===== src/rtl/mux_rr_arbiter.sv =====
// Packet-granular round-robin arbiter that steers one 2:1 mux between sources A and B
// onto a single valid/ready sink, with a per-grant beat limit that forces release.
//
// state | meaning
// IDLE  | no grant; arbitrate every cycle on a_valid/b_valid
// GNT_A | source A owns the sink until its last beat or the beat limit
// GNT_B | source B owns the sink until its last beat or the beat limit
module mux_rr_arbiter #(
    parameter int WIDTH     = 8,
    parameter int MAX_BEATS = 16
) (
    input  logic             clk,
    input  logic             rst_n,
    input  logic             a_valid,
    input  logic [WIDTH-1:0] a_data,
    input  logic             a_last,
    output logic             a_ready,
    input  logic             b_valid,
    input  logic [WIDTH-1:0] b_data,
    input  logic             b_last,
    output logic             b_ready,
    output logic             y_valid,
    output logic [WIDTH-1:0] y_data,
    output logic             y_last,
    input  logic             y_ready,
    output logic             s,
    output logic             busy
);

    typedef enum logic [1:0] {IDLE, GNT_A, GNT_B} state_t;

    localparam logic [7:0] LAST_CNT = 8'(MAX_BEATS - 1);

    state_t     state;
    logic       prio;
    logic [7:0] beat_cnt;

    logic gnt_valid;
    logic gnt_last;
    logic accept;
    logic decide;
    logic any_valid;
    logic pick_b;

    always_comb begin
        gnt_valid = 1'b0;
        gnt_last  = 1'b0;
        case (state)
            GNT_A: begin
                gnt_valid = a_valid;
                gnt_last  = a_last;
            end
            GNT_B: begin
                gnt_valid = b_valid;
                gnt_last  = b_last;
            end
            default: ;
        endcase
    end

    assign busy    = (state != IDLE);
    assign y_valid = gnt_valid;
    assign y_data  = s ? b_data : a_data;
    assign y_last  = busy & (gnt_last | (beat_cnt == LAST_CNT));
    assign a_ready = (state == GNT_A) & y_ready;
    assign b_ready = (state == GNT_B) & y_ready;

    assign accept    = y_valid & y_ready;
    assign decide    = (state == IDLE) | (accept & y_last);
    assign any_valid = a_valid | b_valid;
    // B wins when it is the only requester, or when both request and prio points at B
    assign pick_b    = b_valid & (prio | ~a_valid);

    always_ff @(posedge clk or negedge rst_n) begin
        if (!rst_n) begin
            state    <= IDLE;
            s        <= 1'b0;
            prio     <= 1'b0;
            beat_cnt <= 8'd0;
        end else if (decide) begin
            beat_cnt <= 8'd0;
            if (any_valid) begin
                state <= pick_b ? GNT_B : GNT_A;
                s     <= pick_b;
                prio  <= ~pick_b;
            end else begin
                state <= IDLE;
            end
        end else if (accept) begin
            beat_cnt <= beat_cnt + 8'd1;
        end
    end

endmodule


===== config.mk =====
export PLATFORM = sky130hd
export DESIGN_NAME = mux_rr_arbiter
export DESIGN_NICKNAME = d
export VERILOG_FILES = /design/src/rtl/mux_rr_arbiter.sv
export SDC_FILE = /design/constraint.sdc
export NUM_CORES = 1
export LEC_CHECK = 0
export BUFFER_PORTS_ARGS = -buffer_cell sky130_fd_sc_hd__buf_2
export CAP_MARGIN = 25
export CORE_MARGIN = 3
export CORE_UTILIZATION = 29
export CTS_CLUSTER_DIAMETER = 40
export DETAILED_ROUTE_END_ITERATION = 7
export SYNTH_ARGS = -nofsm -noshare
export SYNTH_HDL_FRONTEND = slang
export SYNTH_SLANG_ARGS = --single-unit

===== constraint.sdc =====
create_clock -name clk -period 3.3 [get_ports clk]
set_input_delay 0.165 -clock clk [delete_from_list [all_inputs] [get_ports clk]]
set_output_delay 0.165 -clock clk [all_outputs]
set_load 0.02 [all_outputs]

* Word-level counts from Yosys, hierarchy flattened
Index checks and enable logic that the tools add are counted.
** Word-level totals
- Word-level logic and storage cells :: 31
- Register bits :: 12
- Input port bits :: 23
** Operators by class
- Add/subtract/negate cells :: 1
- Equal/unequal tests :: 3
- Mux-type cells :: 7
- Reduce and logical (&&, ||, !) cells :: 4
- Bitwise operators :: 12
** Operator list (number)
- 8-bit 2-to-1 mux :: 3
- 8-bit by 1-bit adder with 8-bit output (second input constant) :: 1
- 8-bit by 4-bit equality test with 1-bit output (second input constant) :: 1
- 1-bit AND :: 6
- 2-bit 2-to-1 mux :: 2
- 1-bit OR :: 4
- 1-bit case mux with 2 select lines :: 2
- 2-bit nonzero test :: 2
- 2-bit by 1-bit equality test with 1-bit output (second input constant) :: 1
- 2-bit equality test (second input constant) :: 1
- 2-bit zero test :: 1
- 1-bit NOT :: 2
- 2-bit AND reduction :: 1

* Longest topological paths before layout
Gate-level depths: netlist of run 1.
- Depth after elaboration :: 7
- Mapped depth :: 7
- Mapped depth without buffers :: 6

* Worst setup path before layout of run 1
No wires, ideal clock.
- Path kind :: register to register
- Start point :: register beat_cnt[4]
- End point :: register state[0]
- Arrival time :: 1687 ps
- Path slack :: 1488 ps
- Buffers on the path :: 0
- Cell stages (with the launch flop) :: 5
- Setup time :: 125 ps
- Cell sequence :: dfrtp_1 -> or4_1 -> a2bb2oi_2 -> o21ai_4 -> mux2_4
** Between the ends
- Cells in the longest elaborated chain, start to end :: 5
** RTL lines
- from (decl) :: line 36 : logic [7:0] beat_cnt;
- from (signal assigned) :: line 90 : beat_cnt <= beat_cnt + 8'd1;
- 8-bit by 4-bit equality test with 1-bit output :: line 64 : assign y_last = busy & (gnt_last | (beat_cnt == LAST_CNT));
- 1-bit OR :: line 64
- 1-bit AND :: line 64
- 1-bit AND :: line 69 : assign decide = (state == IDLE) | (accept & y_last);
- 1-bit OR :: line 69
- to (signal assigned) :: line 83 : state <= pick_b ? GNT_B : GNT_A;
- to (decl) :: line 34 : state_t state;
No other way between the ends.
A chain may end at the register's enable or synchronous reset.

* Worst setup path in the final report of run 1
Ends and elaborated chain as after synthesis.

==> results.md, run 1 <==
* Status: completed
* Pre-CTS setup slack at 1.33 ns
* P_leak at 0.499 nW
* Crit start category: flip-flop
* Wire per inst at 12.6 um
* CTS Buf Count at 3
* Sequential share of the synthesized area at 36.3%
* Vias in the first global route at 823
* Pwr Density at 721 nW/um2
* Tcrit/Tclk final at 60.4%
* Syn Area/Cell at 9.31 um2
* Fmax at 502 MHz
* Distinct cells, synth at 25
* Die W at 59.4 um
* TritonCTS clock tree: yes
* Routed WL at about 2.0 mm
* Tightest Hold Check Type: primary input to flip-flop
* Clock Sinks at 12
* Fin. Hold Viols at 0
* Min setup slack post-route at 1.31 ns
* Largest net degree at the start of global routing at 13
* Slew headroom at 54.1%
* Placement Rows at 18
* Num ports at 37
* ANT nets after route at 0
* Met2 Track Usage GR at slightly below 20%
* DR vias at between 800 and 900
* Initial antenna violation count at 0
* FF+latch count, synth at 12
* Syn Inst Count at between 80 and 90
* Yosys warns at 0
* CTS root buf: clkbuf_4
* Post-Syn Nets at 116
* H-tree depth at 1
* Grt peak-use layer: met2
* Max-slew violations at 0
* Grt met3 use at 5.45%
* Clk buf depth at 2
* Ratio of cells with drive above 1 in the final layout at 39.7%
* HPWL after detailed placement at 1.60 mm
* Most common cell after layout, fill and taps aside: buf_2
* Met1 usage at 15.4%
* Worst-path fanout max at 10
* WS Path Type: flip-flop to flip-flop
* Die height at 59.4 um
* CP Launch Point: beat_cnt[4]
* Reg clk slew, reported paths at approximately 0.07 ns
* Tmin final at 1.99 ns
* CP endpoint kind: flip-flop
* Drt first-iter violations at 13
* CORE AREA at 2590 um2
* HP Start: y_ready
* Number of max-cap violations at 0
* Max VDD drop at 0.454 mV
* Most frequent cells in the layout: buf_2, dfrtp_1, a21oi_1
* Nets at 155
* Diode count at 0
* WP data required at 3.46 ns
* GRT Total Usage at 12.3%
* Setup-failing EPs final at 0
* Cell Area, Placed at 1030 um2
* CTS resizes at 0
* Measured slew at the worst slew-check pin at 0.688 ns
* Post-Syn Area at 828 um2
* Port bufs at 36
* Filler cells at 256
* Total negative setup slack at 0 ns
* Post-CTS setup buffer count at 0
* Routability cong. at 0.833
* Clock latency on the worst-skew pair at around 0.27 ns
* Data arrival, critical path at 2.15 ns
* Congestion Overflow GR at 0
* # hold bufs at CTS at 1
* Setup Skew at 0.000594 ns
* First-pass GRT wire length at 3.37 mm
* Area growth, synth to finish at 28.7%
* DRC viols at 0
* Initial Util at between 30% and 40%
* DRT Pass-1 Iters at 4
* Routed vias/inst at 5.14
* Post-Layout Inst Area at 1070 um2
* RR Startpoint: beat_cnt[4]
* RSZ-0062 raised after global routing: no
* Die area at 3530 um2
state kept, by name (all words and copies together), names as in the netlist:
register,flops
beat_cnt,8
state,2
prio,1
s,1
per-layer routing:
metal | wire (um) | up-vias
met1 | 874 | 366
met2 | 923 | 33
li1 | - | 403
met5 | 0 | -
met3 | 173 | 0
met4 | 0 | 0
synth_stat cells:
| library cell | instances | area (um2) |
|---|---|---|
| nand2_1 | 4 | 15.0 |
| a2bb2oi_2 | 1 | 15.0 |
| clkbuf_1 | 2 | 7.51 |
| or4_1 | 4 | 30.0 |
| buf_2 | 1 | 5.00 |
| a22o_1 | 2 | 17.5 |
| a211oi_1 | 1 | 7.51 |
| o21a_1 | 2 | 15.0 |
| o21ai_0 | 5 | 25.0 |
| or3_1 | 3 | 18.8 |
| inv_1 | 6 | 22.5 |
| mux2_4 | 1 | 15.0 |
| nand4_1 | 3 | 18.8 |
| mux2i_1 | 1 | 10.0 |
| o31ai_1 | 3 | 22.5 |
| a31oi_1 | 1 | 6.26 |
| a21oi_1 | 11 | 55.1 |
| and2_1 | 4 | 25.0 |
| dfrtp_1 | 12 | 300 |
| nand3_1 | 4 | 20.0 |
| mux2_2 | 8 | 90.1 |
| o21ai_4 | 1 | 16.3 |
| ha_1 | 4 | 50.1 |
| nor3_1 | 1 | 5.00 |
| nor2_1 | 4 | 15.0 |
power breakdown:
part | switching [mW] | internal [mW]
logic | 0.280 | 0.183
clock network | 0.0484 | 0.0423
registers | 0.0393 | 0.176
total | 0.367 | 0.401
path summary, 6_finish.rpt:
kind                       slack (ns)  depth (start not counted)          end
min reg2reg                      0.55                          1     state[0]
max reg2reg                      1.31                          4     state[0]
min                              0.19                          3  beat_cnt[1]
max in group asynchronous        2.79                          2  beat_cnt[2]
min in group asynchronous        0.30                          2  beat_cnt[7]
max                              1.31                          4     state[0]
metrics by stage:
step | utilization [%] | hold slack [ns] | std cells | total power, mW
3_5_place_dp | 39.9 | 0.0644 | 152 | 0.682
2_1_floorplan | - | -0.131 | 89 | 0.560
3_3_place_gp | 39.9 | 0.0608 | 152 | 0.672
6_report | 41.2 | 0.190 | 156 | 0.769
5_1_grt | 41.2 | 0.185 | 156 | 0.837
4_1_cts | 41.2 | 0.181 | 156 | 0.779
layout make-up:
type | instances | area, um2 | share of cell area, %
Sequential cell | 12 | 300 | 28.2
Timing Repair Buffer | 37 | 190 | 17.8
Multi-Input combinational cell | 68 | 493 | 46.2
Inverter | 6 | 22.5 | 2.11
Clock buffer | 3 | 22.5 | 2.11
Tap cell | 30 | 37.5 | 3.52
worst max-delay path, stage by stage, from the launching register on:
cell	delay, ns
dfrtp_1	0.42
or4_1	0.56
a2bb2oi_2	0.20
o21ai_4	0.36
mux2_4	0.33
cell families (layout without fill, tap and decap cells):
kind of cell / count (synthesis) / in the layout / synth area share [%]
adder cells (fa/ha/maj): 4 / 4 / 6.04
multiplexers: 10 / 10 / 13.9
flip-flops: 12 / 12 / 36.3
AND/OR/NAND/NOR: 27 / 27 / 17.8
buffers and inverters: 9 / 46 / 4.23
AO/OA/AOI/OAI: 27 / 27 / 21.8
Power figures use the tool's default switching activity.
==> run 2: changes to the inputs <==
Clock period 3.3 ns to 1.8 ns, I/O delays scaled along.
==> run 2 against run 1 <==
Effect of this change:
- the flow now finishes with violations (setup timing)
- largest power group unchanged
- first-iteration DRC count shrank 23%
- clock skew grew 0.0037 ns
- critical path depth grew 1
- wire length grew 14%
- critical endpoint unchanged
==> results.md, run 2 (synthesized netlist as in run 1, its figures left out) <==
* CP Launch Point: beat_cnt[5] (was beat_cnt[4])
* RR Startpoint: beat_cnt[5] (was beat_cnt[4])
* Congestion Overflow GR at 0 (unchanged)
* Flop-to-flop setup slack at -0.03 ns (was 1.31 ns)
* Max VDD drop at 1.15 mV (was 0.454 mV)
* Reg clk slew, reported paths at 0.08 ns (was 0.07 ns)
* GRT Total Usage at 14.6% (was 12.3%)
* Die W at 59.4 um (unchanged)
* RSZ-0062 raised after global routing: yes (was no)
* Clock Sinks at 12 (unchanged)
* WHS at 0.129 ns (was 0.190 ns)
* CP peak stage delay at 0.53 ns (was 0.56 ns)
* P_leak at 0.572 nW (was 0.499 nW)
* CORE AREA at 2590 um2 (unchanged)
* Measured slew at the worst slew-check pin at 0.356 ns (was 0.688 ns)
* Setup Skew at 0.00428 ns (was 0.000594 ns)
* Placement Rows at 18 (unchanged)
* Diode count at 0 (unchanged)
* Worst path buffer plus inverter count at 1 (was 0)
* Worst-path fanout max at 3 (was 10)
* Pwr Density at 1390 nW/um2 (was 721 nW/um2)
* Tightest Hold Check Type: primary input to flip-flop (unchanged)
* Wire per inst at 13.4 um (was 12.6 um)
* Metal2 WL at 1.10 mm (was 923 um)
* Worst reg2reg endpoint: state[0] (unchanged)
* Number of max-cap violations at 0 (unchanged)
* Data arrival, critical path at 1.99 ns (was 2.15 ns)
* Clock latency on the worst-skew pair at 0.27 ns (about the same)
* Routed vias/inst at 5.30 (was 5.14)
* Fmax at 545 MHz (was 502 MHz)
* Slowest-stage cell, CP: or4_4 (was or4_1)
* Vias in the first global route at 942 (was 823)
* Tcrit/Tclk final at 102% (was 60.4%)
* Failing checks: setup timing
* Nets at 167 (was 155)
* WP data required at 1.96 ns (was 3.46 ns)
* WS Path Type: flip-flop to flip-flop (unchanged)
* Die area at 3530 um2 (unchanged)
* Most common cell after layout, fill and taps aside: buf_2 (unchanged)
* Most frequent cells in the layout: buf_2, dfrtp_1, buf_4 (was buf_2, dfrtp_1, a21oi_1)
* Crit start category: flip-flop (unchanged)
* Crit-path leading delay family: simple AND/OR/NAND/NOR gates (unchanged)
* DRT Pass-1 Iters at 4 (unchanged)
* ANT nets after route at 0 (unchanged)
* Wire length on met3 at 180 um (was 173 um)
* Max layer used: met4 (was met3)
* First-pass GRT wire length at 3.95 mm (was 3.37 mm)
* HP Start: a_valid (was y_ready)
* Largest net degree at the start of global routing at 13 (unchanged)
* HPWL after detailed placement at 1.75 mm (was 1.60 mm)
* Routed WL at 2.25 mm (was 1.97 mm)
* Port bufs at 36 (unchanged)
* Total negative setup slack at -0.0348 ns (was 0 ns)
* H-tree depth at 1 (unchanged)
* Clk buf depth at 2 (unchanged)
* Area growth, synth to finish at 49.4% (was 28.7%)
* Tmin final at 1.83 ns (was 1.99 ns)
* Max FFs per register at 8 (unchanged)
* Worst path depth at 5 (was 4)
* Max-slew violations at 0 (unchanged)
* Die height at 59.4 um (unchanged)
* Min setup slack post-route at -0.0348 ns (was 1.31 ns)
* TritonCTS clock tree: yes (unchanged)
* Register with the most flip-flops: beat_cnt (unchanged)
* CTS root buf: clkbuf_4 (unchanged)
* Ratio of cells with drive above 1 in the final layout at 55.1% (was 39.7%)
* Fin. Hold Viols at 0 (unchanged)
* Setup-failing EPs final at 1 (was 0)
* Crit-path cells: or4_4 -> a2bb2oi_4 -> buf_6 -> o21ai_4 -> mux2_4 (was or4_1 -> a2bb2oi_2 -> o21ai_4 -> mux2_4)
* R2R cell count at 5 (was 4)
* DR vias at 890 (was 802)
* Initial antenna violation count at 0 (unchanged)
* Num ports at 37 (unchanged)
* CTS Buf Count at 3 (unchanged)
* Initial Util at 32.0% (unchanged)
* CP endpoint kind: flip-flop (unchanged)
* Status: finished with violations (was completed)
* Metal-1 WL at 967 um (was 874 um)
* Setup crit end: state[0] (unchanged)
* Slew headroom at 76.2% (was 54.1%)
* Drt first-iter violations at 10 (was 13)
* DRC viols at 0 (unchanged)
* Routability cong. at 0.851 (was 0.833)
* Largest regs: beat_cnt x8, state x2 (unchanged)
-- run 2: worst min-delay path by stage --
| stage | endpoint | slack (ns) | depth (start not counted) |
|---|---|---|---|
| after detailed placement | beat_cnt[7] | -0.01 | 1 |
| final | prio | 0.13 | 3 |
| after global placement | beat_cnt[7] | -0.02 | 1 |
| after global routing | prio | 0.12 | 3 |
| after CTS | prio | 0.12 | 3 |
| after floorplan | beat_cnt[0] | -0.21 | 0 |
-- run 2: final cells by class --
| type | instances | area (um2) |
|---|---|---|
| inverters | 6 | 22.5 |
| repair buffers | 49 | 297 |
| flip-flops and latches | 12 | 300 |
| fillers | 246 | 1350 |
| multi-input cells | 68 | 558 |
| clock buffers | 3 | 22.5 |
| well taps | 30 | 37.5 |
-- run 2: repair_timing --
| item | in CTS | in global routing |
|---|---|---|
| gates cloned | 0 | 0 |
| endpoints found under the setup margin | 7 | 12 |
| endpoints found under the hold margin | 12 | 0 |
| hold buffers | 1 | 0 |
| resized for setup | 8 | 13 |
| buffers inserted | 2 | 0 |
| pin swaps | 2 | 7 |
-- run 2: tightest hold or removal path, stage by stage --
cell    delay [ns]
buf_2         0.12
nor2_1        0.10
nor3_1        0.05
-- run 2: power breakdown --
group | switching (mW) | total [mW] | leakage (nW) | internal [mW]
registers | 0.0773 | 0.400 | 0.160 | 0.323
clock network | 0.0904 | 0.168 | 0.0138 | 0.0774
logic | 0.624 | 1.16 | 0.398 | 0.533
-- run 2: through the flow --
| stage | area, um2 | setup WS, ns | util [%] | cells | total power, mW |
|---|---|---|---|---|---|
| after floorplan | 831 | 0.0133 | - | 89 | 1.04 |
| after global placement | 1110 | 0.0224 | 42.9 | 162 | 1.39 |
| after detailed placement | 1110 | -0.0787 | 42.9 | 162 | 1.41 |
| after CTS | 1190 | -0.0229 | 46.1 | 168 | 1.67 |
| after global routing | 1240 | -0.0616 | 47.8 | 168 | 1.87 |
| final | 1240 | -0.0348 | 47.8 | 168 | 1.73 |
-- run 2: layer usage --
layer	up-vias	GRT usage [%]
met3	2	5.01
li1	426	-
met5	-	0
met4	0	1.62
met1	420	18.2
met2	42	24.8
==> run 3: changes to the inputs <==
Settings changed: CORE_UTILIZATION 29 to 35, PLACE_DENSITY from default to 0.76, SKIP_LAST_GASP from default to 1.
==> run 3 against run 2 <==
Effect of this change:
- the run still ends with setup timing left
- critical path type unchanged
- global-route usage grew 3.4 points
- worst setup slack better by 0.00076 ns
- clock power down 3%
- sequential power is essentially flat
- power down 1.5%
- register-to-register slack is essentially flat
- cell area is 2.4% lower
==> results.md, run 3 (synthesized netlist as in run 1, its figures left out) <==
* Status: finished with violations (unchanged)
* Failing checks: setup timing (unchanged)
* Tightest Hold Check Type: primary input to flip-flop (unchanged)
* Die height at 54.6 um (was 59.4 um)
* Largest regs: beat_cnt x8, state x2 (unchanged)
* Max-slew violations at 0 (unchanged)
* Num ports at 37 (unchanged)
* Congestion Overflow GR at 0 (unchanged)
* Clock Sinks at 12 (unchanged)
* Crit start category: flip-flop (unchanged)
* RSZ-0062 raised after global routing: yes (unchanged)
* Fmax at 545 MHz (about the same)
* Worst-path fanout max at 3 (unchanged)
* DR vias at 888 (was 890)
* Final Util at 57.4% (was 47.8%)
* Wire per inst at 13.7 um (was 13.4 um)
* Number of max-cap violations at 0 (unchanged)
* Multi-input logic area at 531 um2 (was 558 um2)
* Placement Rows at 16 (was 18)
* Nets at 167 (unchanged)
* Routed vias/inst at 5.38 (was 5.30)
* Pre-CTS setup slack at -0.0966 ns (was -0.0787 ns)
* Filler cells at 190 (was 246)
* Register with the most flip-flops: beat_cnt (unchanged)
* CP endpoint kind: flip-flop (unchanged)
* Setup Skew at 0.00122 ns (was 0.00428 ns)
* Slowest-stage cell, CP: or4_4 (unchanged)
* Total negative setup slack at -0.0390 ns (was -0.0348 ns)
* RR Startpoint: beat_cnt[4] (was beat_cnt[5])
* P_leak at 0.570 nW (was 0.572 nW)
* Most common cell after layout, fill and taps aside: buf_2 (unchanged)
* Max FFs per register at 8 (unchanged)
* Largest net degree at the start of global routing at 13 (unchanged)
* CTS Buf Count at 3 (unchanged)
* Min setup slack post-route at -0.0340 ns (was -0.0348 ns)
* Die area at 2990 um2 (was 3530 um2)
* Measured slew at the worst slew-check pin at 0.336 ns (was 0.356 ns)
* Most frequent cells in the layout: buf_2, dfrtp_1, a21oi_1 (was buf_2, dfrtp_1, buf_4)
* Clock latency on the worst-skew pair at 0.27 ns (about the same)
* Area occupied by registers at 300 um2 (unchanged)
* Fin. Hold Viols at 0 (unchanged)
* Pwr Total at 1.70 mW (was 1.73 mW)
* CTS root buf: clkbuf_4 (unchanged)
* Routed WL at 2.26 mm (was 2.25 mm)
* Setup-failing EPs final at 2 (was 1)
* Data arrival, critical path at 1.99 ns (about the same)
* TritonCTS clock tree: yes (unchanged)
* Tmin final at 1.83 ns (about the same)
* Ratio of cells with drive above 1 in the final layout at 48.6% (was 55.1%)
* Port bufs at 36 (unchanged)
* Max VDD drop at 0.959 mV (was 1.15 mV)
* Die W at 54.6 um (was 59.4 um)
* ANT nets after route at 0 (unchanged)
* Tcrit/Tclk final at 102% (about the same)
* HPWL after detailed placement at 1.74 mm (was 1.75 mm)
* Pwr Density at 1410 nW/um2 (was 1390 nW/um2)
* CP Launch Point: beat_cnt[4] (was beat_cnt[5])
* First-pass GRT wire length at 3.75 mm (was 3.95 mm)
* HP Start: a_valid (unchanged)
* CORE AREA at 2100 um2 (was 2590 um2)
* Vias in the first global route at 890 (was 942)
* Initial Util at 39.4% (was 32.0%)
* GRT Total Usage at 17.9% (was 14.6%)
* Routability cong. at 0.790 (was 0.851)
* H-tree depth at 1 (unchanged)
* Slew headroom at 77.6% (was 76.2%)
* WP data required at 1.96 ns (about the same)
* Clk buf depth at 2 (unchanged)
* Reg clk slew, reported paths at 0.07 ns (was 0.08 ns)
* Diode count at 0 (unchanged)
* CP peak stage delay at 0.55 ns (was 0.53 ns)
* Area growth, synth to finish at 45.8% (was 49.4%)
* DRT Pass-1 Iters at 4 (unchanged)
* Initial antenna violation count at 0 (unchanged)
* Drt first-iter violations at 15 (was 10)
* WS Path Type: flip-flop to flip-flop (unchanged)
* DRC viols at 0 (unchanged)
* Crit-path cells: or4_4 -> a2bb2oi_4 -> buf_6 -> o21ai_4 -> mux2_4 (unchanged)
run 3: timing repair:
action	4_1_cts	5_1_grt
endpoints found under the hold margin	12	0
resized for setup	7	5
setup buffers	1	3
endpoints found under the setup margin	7	10
hold buffers	1	0
pin swaps	1	4
run 3: path summary, 6_finish.rpt:
path	slack, ns	end	depth (start not counted)
min in group asynchronous	0.22	beat_cnt[7]	2
max in group asynchronous	1.36	beat_cnt[0]	2
max	-0.03	state[0]	5
min	0.13	prio	3
min reg2reg	0.56	beat_cnt[7]	2
max reg2reg	-0.03	state[0]	5
run 3: per-layer routing:
layer / track usage [%] / wire length, um / up-vias
met5: 0 / 0 / -
met4: 7.05 / 36 / 0
met3: 7.08 / 189 / 6
met2: 29.3 / 1110 / 39
met1: 20.7 / 924 / 413
li1: - / - / 430
run 3: worst max-delay path: cells and delay by family (launching register included):
family,cells,cell delay (ns)
mux,1,0.32
buf+inv,1,0.12
flops,1,0.38
compound gates,2,0.36
simple gates,1,0.55
run 3: cell type report:
class | instances | area share, %
multi-input combinational | 68 | 43.9
sequential | 12 | 24.9
timing repair buffer | 49 | 24.7
tap | 27 | 2.80
clock buffer | 3 | 1.87
inverter | 6 | 1.87
run 3: power by group:
group	switching, mW	total (mW)	internal, mW
clock	0.0859	0.163	0.0775
combinational	0.612	1.14	0.527
sequential	0.0742	0.397	0.323
run 3: per-stage QoR:
stage	instance area, um2	instances	hold WS, ns
2_1_floorplan	831	89	-0.206
3_3_place_gp	1090	157	-0.0164
3_5_place_dp	1090	157	-0.00775
4_1_cts	1160	162	0.108
5_1_grt	1210	165	0.125
6_report	1210	165	0.130
